--- config.mk ---
export PLATFORM = sky130hd
export DESIGN_NAME = traffic_light_monitor
export DESIGN_NICKNAME = d
export VERILOG_FILES = /design/src/rtl/traffic_light_monitor.sv
export SDC_FILE = /design/constraint.sdc
export NUM_CORES = 1
export LEC_CHECK = 0
export CORE_MARGIN = 4
export CORE_UTILIZATION = 53
export DETAILED_ROUTE_END_ITERATION = 8
export PLACE_DENSITY = 0.84
export SETUP_SLACK_MARGIN = 0.5
export SLEW_MARGIN = 20
export SYNTH_ARGS = -nofsm -noshare
export SYNTH_HDL_FRONTEND = slang
export SYNTH_SLANG_ARGS = --single-unit
--- constraint.sdc ---
create_clock -name clk -period 3.9 [get_ports clk]
set_input_delay 1.17 -clock clk [delete_from_list [all_inputs] [get_ports clk]]
set_output_delay 1.17 -clock clk [all_outputs]
set_load 0.02 [all_outputs]
--- src/rtl/traffic_light_monitor.sv ---
// traffic_light_monitor: passive checker that decodes la/lb into a controller phase and
// verifies legal phase sequencing. Optional green timeout check: TLM_GREEN_TIMEOUT_EN.
module traffic_light_monitor #(
   parameter int CNT_W     = 16,
   parameter int DWELL_W   = 8,
   parameter int MAX_GREEN = 16
) (
   input  logic               clk,
   input  logic               reset,
   input  logic [1:0]         la,
   input  logic [1:0]         lb,
   input  logic               ta,
   input  logic               tb,
   input  logic               clr_err,
   output logic [1:0]         phase,
   output logic               phase_valid,
   output logic               err,
   output logic [2:0]         err_code,
   output logic [DWELL_W-1:0] dwell_cnt,
   output logic [CNT_W-1:0]   cycle_cnt
);

   typedef enum logic [1:0] {
      ST_SYNC  = 2'd0,
      ST_TRACK = 2'd1,
      ST_ERROR = 2'd2
   } state_t;

   localparam logic [1:0] L_GREEN  = 2'b00;
   localparam logic [1:0] L_YELLOW = 2'b01;
   localparam logic [1:0] L_RED    = 2'b10;
   localparam logic [1:0] L_BAD    = 2'b11;

   localparam logic [1:0] S0 = 2'd0;
   localparam logic [1:0] S1 = 2'd1;
   localparam logic [1:0] S2 = 2'd2;
   localparam logic [1:0] S3 = 2'd3;

   localparam logic [2:0] E_NONE    = 3'd0;
   localparam logic [2:0] E_CODE    = 3'd1;
   localparam logic [2:0] E_COMBO   = 3'd2;
   localparam logic [2:0] E_TRANS   = 3'd3;
   localparam logic [2:0] E_TIMEOUT = 3'd4;

`ifdef TLM_GREEN_TIMEOUT_EN
   localparam bit TIMEOUT_EN = 1'b1;
`else
   localparam bit TIMEOUT_EN = 1'b0;
`endif

   localparam logic [DWELL_W-1:0] GREEN_LAST = DWELL_W'(MAX_GREEN - 1);

   state_t             r_state, w_state_nxt;
   logic [1:0]         r_phase, w_phase_nxt;
   logic [2:0]         r_err_code, w_err_code_nxt;
   logic [DWELL_W-1:0] r_dwell, w_dwell_nxt, w_dwell_inc;
   logic [CNT_W-1:0]   r_cycle, w_cycle_nxt, w_cycle_inc;
   logic               r_ta_q, r_tb_q;

   logic               w_dec_ok;
   logic [1:0]         w_dec_phase;
   logic [2:0]         w_dec_err;
   logic [1:0]         w_exp_phase;
   logic               w_same;
   logic               w_timeout;

   // Light pair decode; an 11 code anywhere outranks a bad combination.
   always_comb begin
      w_dec_ok    = 1'b0;
      w_dec_phase = S0;
      w_dec_err   = E_NONE;
      if (la == L_BAD || lb == L_BAD) begin
         w_dec_err = E_CODE;
      end else begin
         case ({la, lb})
            {L_GREEN,  L_RED}:    begin w_dec_ok = 1'b1; w_dec_phase = S0; end
            {L_YELLOW, L_RED}:    begin w_dec_ok = 1'b1; w_dec_phase = S1; end
            {L_RED,    L_GREEN}:  begin w_dec_ok = 1'b1; w_dec_phase = S2; end
            {L_RED,    L_YELLOW}: begin w_dec_ok = 1'b1; w_dec_phase = S3; end
            default:              w_dec_err = E_COMBO;
         endcase
      end
   end

   always_comb begin
      case (r_phase)
         S0:      w_exp_phase = r_ta_q ? S0 : S1;
         S1:      w_exp_phase = S2;
         S2:      w_exp_phase = r_tb_q ? S2 : S3;
         default: w_exp_phase = S0;
      endcase
   end

   assign w_same      = (w_dec_phase == r_phase);
   assign w_dwell_inc = (&r_dwell) ? r_dwell : r_dwell + DWELL_W'(1);
   assign w_cycle_inc = (&r_cycle) ? r_cycle : r_cycle + CNT_W'(1);

   // Green phases are the even encodings (S0, S2).
   assign w_timeout = TIMEOUT_EN && w_same && !r_phase[0] && (r_dwell == GREEN_LAST);

   always_comb begin
      w_state_nxt    = r_state;
      w_phase_nxt    = r_phase;
      w_err_code_nxt = r_err_code;
      w_dwell_nxt    = r_dwell;
      w_cycle_nxt    = r_cycle;
      if (clr_err) begin
         // Resync request wins over anything seen on this sample.
         w_state_nxt    = ST_SYNC;
         w_err_code_nxt = E_NONE;
         w_dwell_nxt    = '0;
      end else begin
         case (r_state)
            ST_SYNC: begin
               if (w_dec_ok) begin
                  w_phase_nxt = w_dec_phase;
                  w_dwell_nxt = '0;
                  w_state_nxt = ST_TRACK;
               end else begin
                  w_err_code_nxt = w_dec_err;
                  w_state_nxt    = ST_ERROR;
               end
            end
            ST_TRACK: begin
               if (!w_dec_ok) begin
                  w_err_code_nxt = w_dec_err;
                  w_state_nxt    = ST_ERROR;
               end else if (w_dec_phase != w_exp_phase) begin
                  w_err_code_nxt = E_TRANS;
                  w_state_nxt    = ST_ERROR;
               end else if (w_timeout) begin
                  w_err_code_nxt = E_TIMEOUT;
                  w_state_nxt    = ST_ERROR;
               end else begin
                  w_phase_nxt = w_dec_phase;
                  w_dwell_nxt = w_same ? w_dwell_inc : '0;
                  if (r_phase == S3 && w_dec_phase == S0) begin
                     w_cycle_nxt = w_cycle_inc;
                  end
               end
            end
            ST_ERROR: ;
            default: w_state_nxt = ST_SYNC;
         endcase
      end
   end

   always_ff @(posedge clk or posedge reset) begin
      if (reset) begin
         r_state    <= ST_SYNC;
         r_phase    <= S0;
         r_err_code <= E_NONE;
         r_dwell    <= '0;
         r_cycle    <= '0;
         r_ta_q     <= 1'b0;
         r_tb_q     <= 1'b0;
      end else begin
         r_state    <= w_state_nxt;
         r_phase    <= w_phase_nxt;
         r_err_code <= w_err_code_nxt;
         r_dwell    <= w_dwell_nxt;
         r_cycle    <= w_cycle_nxt;
         r_ta_q     <= ta;
         r_tb_q     <= tb;
      end
   end

   assign phase       = r_phase;
   assign phase_valid = (r_state == ST_TRACK);
   assign err         = (r_state == ST_ERROR);
   assign err_code    = r_err_code;
   assign dwell_cnt   = r_dwell;
   assign cycle_cnt   = r_cycle;

endmodule

==> Yosys cells after proc, flatten, opt, wreduce, memory -nomap -nowiden <==
Index checks and enable logic that the tools add are counted.
{ "totals": {"reg_bits": 33, "inputBits": 9, "output_inout_bits": 31, "elab_cells": 80} }
{ "classes": {"n_bitwise": 3, "addsub": 2, "n_eq_ne": 23, "n_reduce_logical": 15, "n_mux": 30} }
{ "op_table": {"columns": ["cell", "n"], "rows": [
  ["$mux W8", 6],
  ["$mux W2", 9],
  ["$pmux W2 S3", 3],
  ["$add A16 B1 Y16 const B", 1],
  ["$pmux W8 S2", 1],
  ["$reduce_and A16 Y1", 1],
  ["$mux W3", 5],
  ["$eq A2 B2 Y1 const B", 5],
  ["$reduce_and A5 Y1", 2],
  ["$ne A3 B3 Y1 const B", 3],
  ["$add A8 B1 Y8 const B", 1],
  ["$eq A4 B4 Y1 const B", 2],
  ["$reduce_and A8 Y1", 1],
  ["$logic_not A2 Y1", 3],
  ["$ne A2 B2 Y1 const B", 3],
  ["$pmux W3 S2", 1],
  ["$reduce_and A6 Y1", 1],
  ["$eq A2 B1 Y1 const B", 2],
  ["$eq A4 B2 Y1 const B", 1],
  ["$eq A4 B3 Y1 const B", 1],
  ["$mux W1", 4],
  ["$ne A4 B3 Y1 const B", 1],
  ["$ne A4 B4 Y1 const B", 1],
  ["$pmux W2 S2", 1],
  ["12 further kinds", 14]
]} }

==> Depth between registers and ports, before layout <==
{ "depth": {"ltp_word": 9, "depth_mapped": 9, "depth_no_buf": 8} }

==> Worst setup path before layout <==
Ideal clock, no wire load.
{ "synth_path": {"path_type": "input to register", "start": "in la[1]", "end": "reg r_phase[1], in the netlist phase[1]", "path_slack_ps": 1377, "setup_ps": 128, "arrival_ps": 2395, "path_stages": 6, "path_cell_list": "nor3b_4 -> a22oi_2 -> xor2_2 -> o21ai_2 -> nor3_2 -> mux2_1"} }
{ "synth_via": {"elab_chain_cells": 6} }
{ "synth_rtl": {"columns": ["item", "line", "rtl"], "rows": [
  ["from (decl)", "10", "input logic [1:0] la,"],
  ["$eq A4 B4 Y1, or another cell as far along", "75", "case ({la, lb})"],
  ["$pmux W2 S3, or another cell as far along", "75", null],
  ["$mux W2 or $mux W1 (tied branches)", "72, 75", null],
  ["$ne A2 B2 Y1, or another cell as far along", "128", "end else if (w_dec_phase != w_exp_phase) begin"],
  ["$ne A2 B2 Y1 (no source line), or another cell as far along", null, null],
  ["$reduce_and A5 Y1 (no source line) or $pmux W2 S2 (tied branches)", null, null],
  ["to (signal assigned)", "159", "r_phase <= w_phase_nxt;"],
  ["to (decl)", "54", "logic [1:0] r_phase, w_phase_nxt;"]
]} }
Several ways; a longest one is shown, not always the timed one. The select of a mux whose other input is x is not followed.
A chain may end at the register's enable or synchronous reset.

==> Worst setup path in the final report <==
{ "layout_path": {"start": "in lb[1]", "end": "reg r_cycle[10], in the netlist cycle_cnt[10]"} }
{ "layout_via": {"elab_chain_cells": 6} }
{ "layout_rtl": {"columns": ["item", "line", "rtl"], "rows": [
  ["from (decl)", "11", "input logic [1:0] lb,"],
  ["$eq A4 B4 Y1, or another cell as far along", "75", null],
  ["$pmux W2 S3 or $logic_or A1 B1 Y1 (tied branches)", "75, 72", null],
  ["$mux W2", "72", "if (la == L_BAD || lb == L_BAD) begin"],
  ["$ne A2 B2 Y1 or $logic_not A2 Y1 (tied branches)", "128, 137", null],
  ["$not A1 Y1 (no source line) or $logic_and A1 B1 Y1 (tied branches)", null, null],
  ["$reduce_and A6 Y1 (no source line) (*)", null, null],
  ["to (signal assigned)", "162", "r_cycle <= w_cycle_nxt;"],
  ["to (decl)", "57", "logic [CNT_W-1:0] r_cycle, w_cycle_nxt, w_cycle_inc;"]
]} }
Every way passes the cells marked *; elsewhere a longest branch is shown, timed or not.

==> impl_results.md <==
* Nets at 223
* Compound-Gate Fraction of Synth Area at 13.5%
* Hold Fails Final Rpt at 0
* Top Ports at 40
* Worst R2R Setup Slack at 1640 ps
* Row Count at 20
* Worst Skew at 10.3 ps
* Area growth from synthesis to layout at 27.7%
* Synth Area in Simple Gates at 19.9%
* Vias in the first global route at 1413
* Die Area at 0.00429 mm^2
* Slowest stage cell on the critical path: clkdlybuf4s50_1
* Final setup vio count at 0
* Clock slew at reported path FFs at 90 ps
* Syn_nets at 180
* Crit-path leading delay family: simple AND/OR/NAND/NOR gates
* Mapped Area at 0.00175 mm^2
* Yosys top cell area share at 45.7%
* Core area at 0.00310 mm^2
* Worst-Margin Slew at 563 ps
* FILL cells at 251
* Number of enable flip-flop cells after synthesis at 0
* CTS Buf Count at 5
* RSZ-0062 raised after global routing: false
* Synth Instances at 165
* Sequential-to-total area share from yosys stat at 45.7%
* GRT overflow at 0
* Post-CTS Hold Buffers at 0
* Post-synthesis adder-cell area fraction at 4.29%
* Inst Count DP at 245
* Pre-Repair DR Iteration Count at 5
* Total Routed Length at 3580 um
* Post-DP HPWL at 2680 um
* Largest family of logic cells by synthesized area: simple AND/OR/NAND/NOR gates
* Clock sink count at 32
* Crit path time final at 3000 ps
* Antenna violations before repair at 0
* Post-route DRC at 0
* Gp weighted congestion at 0.793
* Cell area power density at 342 mW/mm^2
* Leak Pwr at 0.937 nW
* Final std cells w/o fill at 252
* Worst path depth at 6
* Cts repair resizes at 0
* Die H at 65.5 um
* R2R Path Start: phase[0]$_DFFE_PP0P_
* Worst R2R Path Depth at 7
* Drt initial violations at 132
* Async set-or-reset flop fraction in the synthesized netlist at 100%
* Layout cells sized above 1 at 9.13%
* CP Data Required Time at 4110 ps
* Final Max Slew Viols at 0
* Setup_tns at 0 ps
* Largest net degree at the start of global routing at 33
* Outcome: completed
* FMAX at 0.333 GHz
* I/O Buffers at 38
* FF+latch count, synth at 32
* Peak VDD IR at 0.233 mV
* Crit-path max FO at 6
* Slew headroom at 62.2%
* Hold path depth at 1
* Antenna-violating nets left at 0
* CTS tree: done
* Hold Path Class: register to register
* Latest clock arrival within the worst-skew pair at 320 ps
* WP buf/inv at 1
* Post-synthesis mux area share at 4.21%
* Die width at 65.5 um
* Diodes inserted at 0
* Hold EP: cycle_cnt[7]$_DFFE_PP0P_
* Post-Synth XOR/XNOR Area at 8.93%
* Clock Path Buffers at 2
* Primary FF master, synth: dfrtp_1
* Setup Buffers After CTS at 0
* Synthesized area per cell at 10.6 um^2
* Synth top area cells: dfrtp_1 46%, xnor2_1 6.5%, ha_1 4.3%
* Largest stage delay, worst path at 610 ps
* Via count at 1413
* Warnings from Yosys at 0
* Starting Density at 56.5%
* Setup Crit Path Kind: input port to register
* Crit-path cells: clkdlybuf4s50_1 > nor3b_2 > nand4b_1 > nor3_1 > nand4_1 > xnor2_1
* Worst Path Arrival at 3210 ps
* All-Layer GR Usage at 18.8%
* Dominant cell type by area after synthesis: dfrtp_1
* CTS Root Cell: clkbuf_4
* Critical R2R Capture: cycle_cnt[10]$_DFFE_PP0P_
* CP Capture Type: register
* Tcrit/Tclk final at 76.9%
* First-pass GRT wire length at 6370 um
* Max Cap Viol at 0
* Hold Startpoint: cycle_cnt[7]$_DFFE_PP0P_
* Synth unique cells at 46
* Startpoint types: input port
* Vias per std cell at 5.61
* H-tree depth at 2
* DR WL/cell at 14.2 um
-- worst register-to-register path: stages, from the launching register on --
cell      delay [ps]
dfrtp_1          420
inv_1            120
ha_1             350
nor3b_1          200
nand4b_1         220
nor3_1           500
nand4_1          190
xnor2_1          150
-- cells in the final DEF, fill, tap and decap left out, types with 2 or more instances in the layout --
cell	count
nand3_1	8
nor2b_1	2
nand2b_1	8
o2bb2ai_1	2
nor3_1	3
xor2_1	3
and3_1	5
a21oi_1	7
a41oi_1	4
inv_1	9
ha_1	6
and4_1	2
clkbuf_4	5
nand4_1	7
clkbuf_8	2
dfrtp_1	32
nor2_1	7
clkdlybuf4s50_1	38
o21ai_0	8
mux2_2	2
xnor2_1	13
nand2_1	7
mux2i_1	4
-- flip-flops by register name, summed over array words and instances (netlist names) --
| signal | cells |
|---|---|
| r_tb_q | 1 |
| err_code | 2 |
| r_ta_q | 1 |
| phase | 2 |
| cycle_cnt | 16 |
| dwell_cnt | 8 |
| r_state | 2 |
-- how the worst max path moves through the flow --
stage | slack [ps] | start | endpoint
CTS | 910 | lb[1] | cycle_cnt[10]$_DFFE_PP0P_
global route | 670 | lb[1] | dwell_cnt[0]$_DFFE_PP0P_
finish | 900 | lb[1] | cycle_cnt[10]$_DFFE_PP0P_
global placement | 660 | lb[1] | cycle_cnt[10]$_DFFE_PP0P_
floorplan | 1380 | la[1] | phase[1]$_DFFE_PP0P_
detailed placement | 570 | lb[1] | dwell_cnt[0]$_DFFE_PP0P_
-- per-layer routing --
metal	GRT usage [%]	share of wire (%)
met1	24.4	46
met2	30.7	48
met3	4.96	5.1
met4	5.70	0.84
met5	0	0
-- metrics by stage --
step	area [um^2]	util, %	total power, W	setup slack, ps	hold WS (ps)
3_5_place_dp	2170	70.0	0.000563	571	485
6_report	2240	72.1	0.000765	901	497
5_1_grt	2240	72.1	0.000808	667	527
3_3_place_gp	2170	70.0	0.000559	661	476
2_1_floorplan	1750	-	0.000501	1380	493
4_1_cts	2240	72.1	0.000772	908	499
-- logic make-up after synthesis --
logic type	count (synthesis)
AO/OA/AOI/OAI	32
multiplexers	7
buffers and inverters	12
XOR/XNOR	17
adder cells (fa/ha/maj)	6
flip-flops	32
AND/OR/NAND/NOR	58
other	1
-- synth_stat cells (2+ instances only) --
| master | count |
|---|---|
| dfrtp_1 | 32 |
| xnor2_1 | 13 |
| inv_1 | 9 |
| nand2b_1 | 8 |
| nand3_1 | 8 |
| o21ai_0 | 8 |
| a21oi_1 | 7 |
| nand2_1 | 7 |
| nand4_1 | 7 |
| nor2_1 | 7 |
| ha_1 | 6 |
| and3_1 | 5 |
| a41oi_1 | 4 |
| mux2i_1 | 4 |
| nor3_1 | 3 |
| xor2_1 | 3 |
| and4_1 | 2 |
| mux2_2 | 2 |
| nor2b_1 | 2 |
| o2bb2ai_1 | 2 |
-- where the power goes --
| part | total [W] | internal (W) | leakage, nW | switching (W) |
|---|---|---|---|---|
| clock network | 0.000208 | 0.000102 | 0.0374 | 0.000105 |
| logic | 0.000188 | 0.0000849 | 0.462 | 0.000103 |
| registers | 0.000369 | 0.000348 | 0.437 | 0.0000209 |
-- layout make-up --
class / count / area (um^2) / area share [%]
well taps: 44 / 55.1 / 2.46
inverters: 9 / 33.8 / 1.51
multi-input cells: 121 / 895 / 40.0
flip-flops and latches: 32 / 801 / 35.8
repair buffers: 39 / 388 / 17.3
clock buffers: 7 / 65.1 / 2.91
No activity file was read; power rests on OpenSTA's default activity.
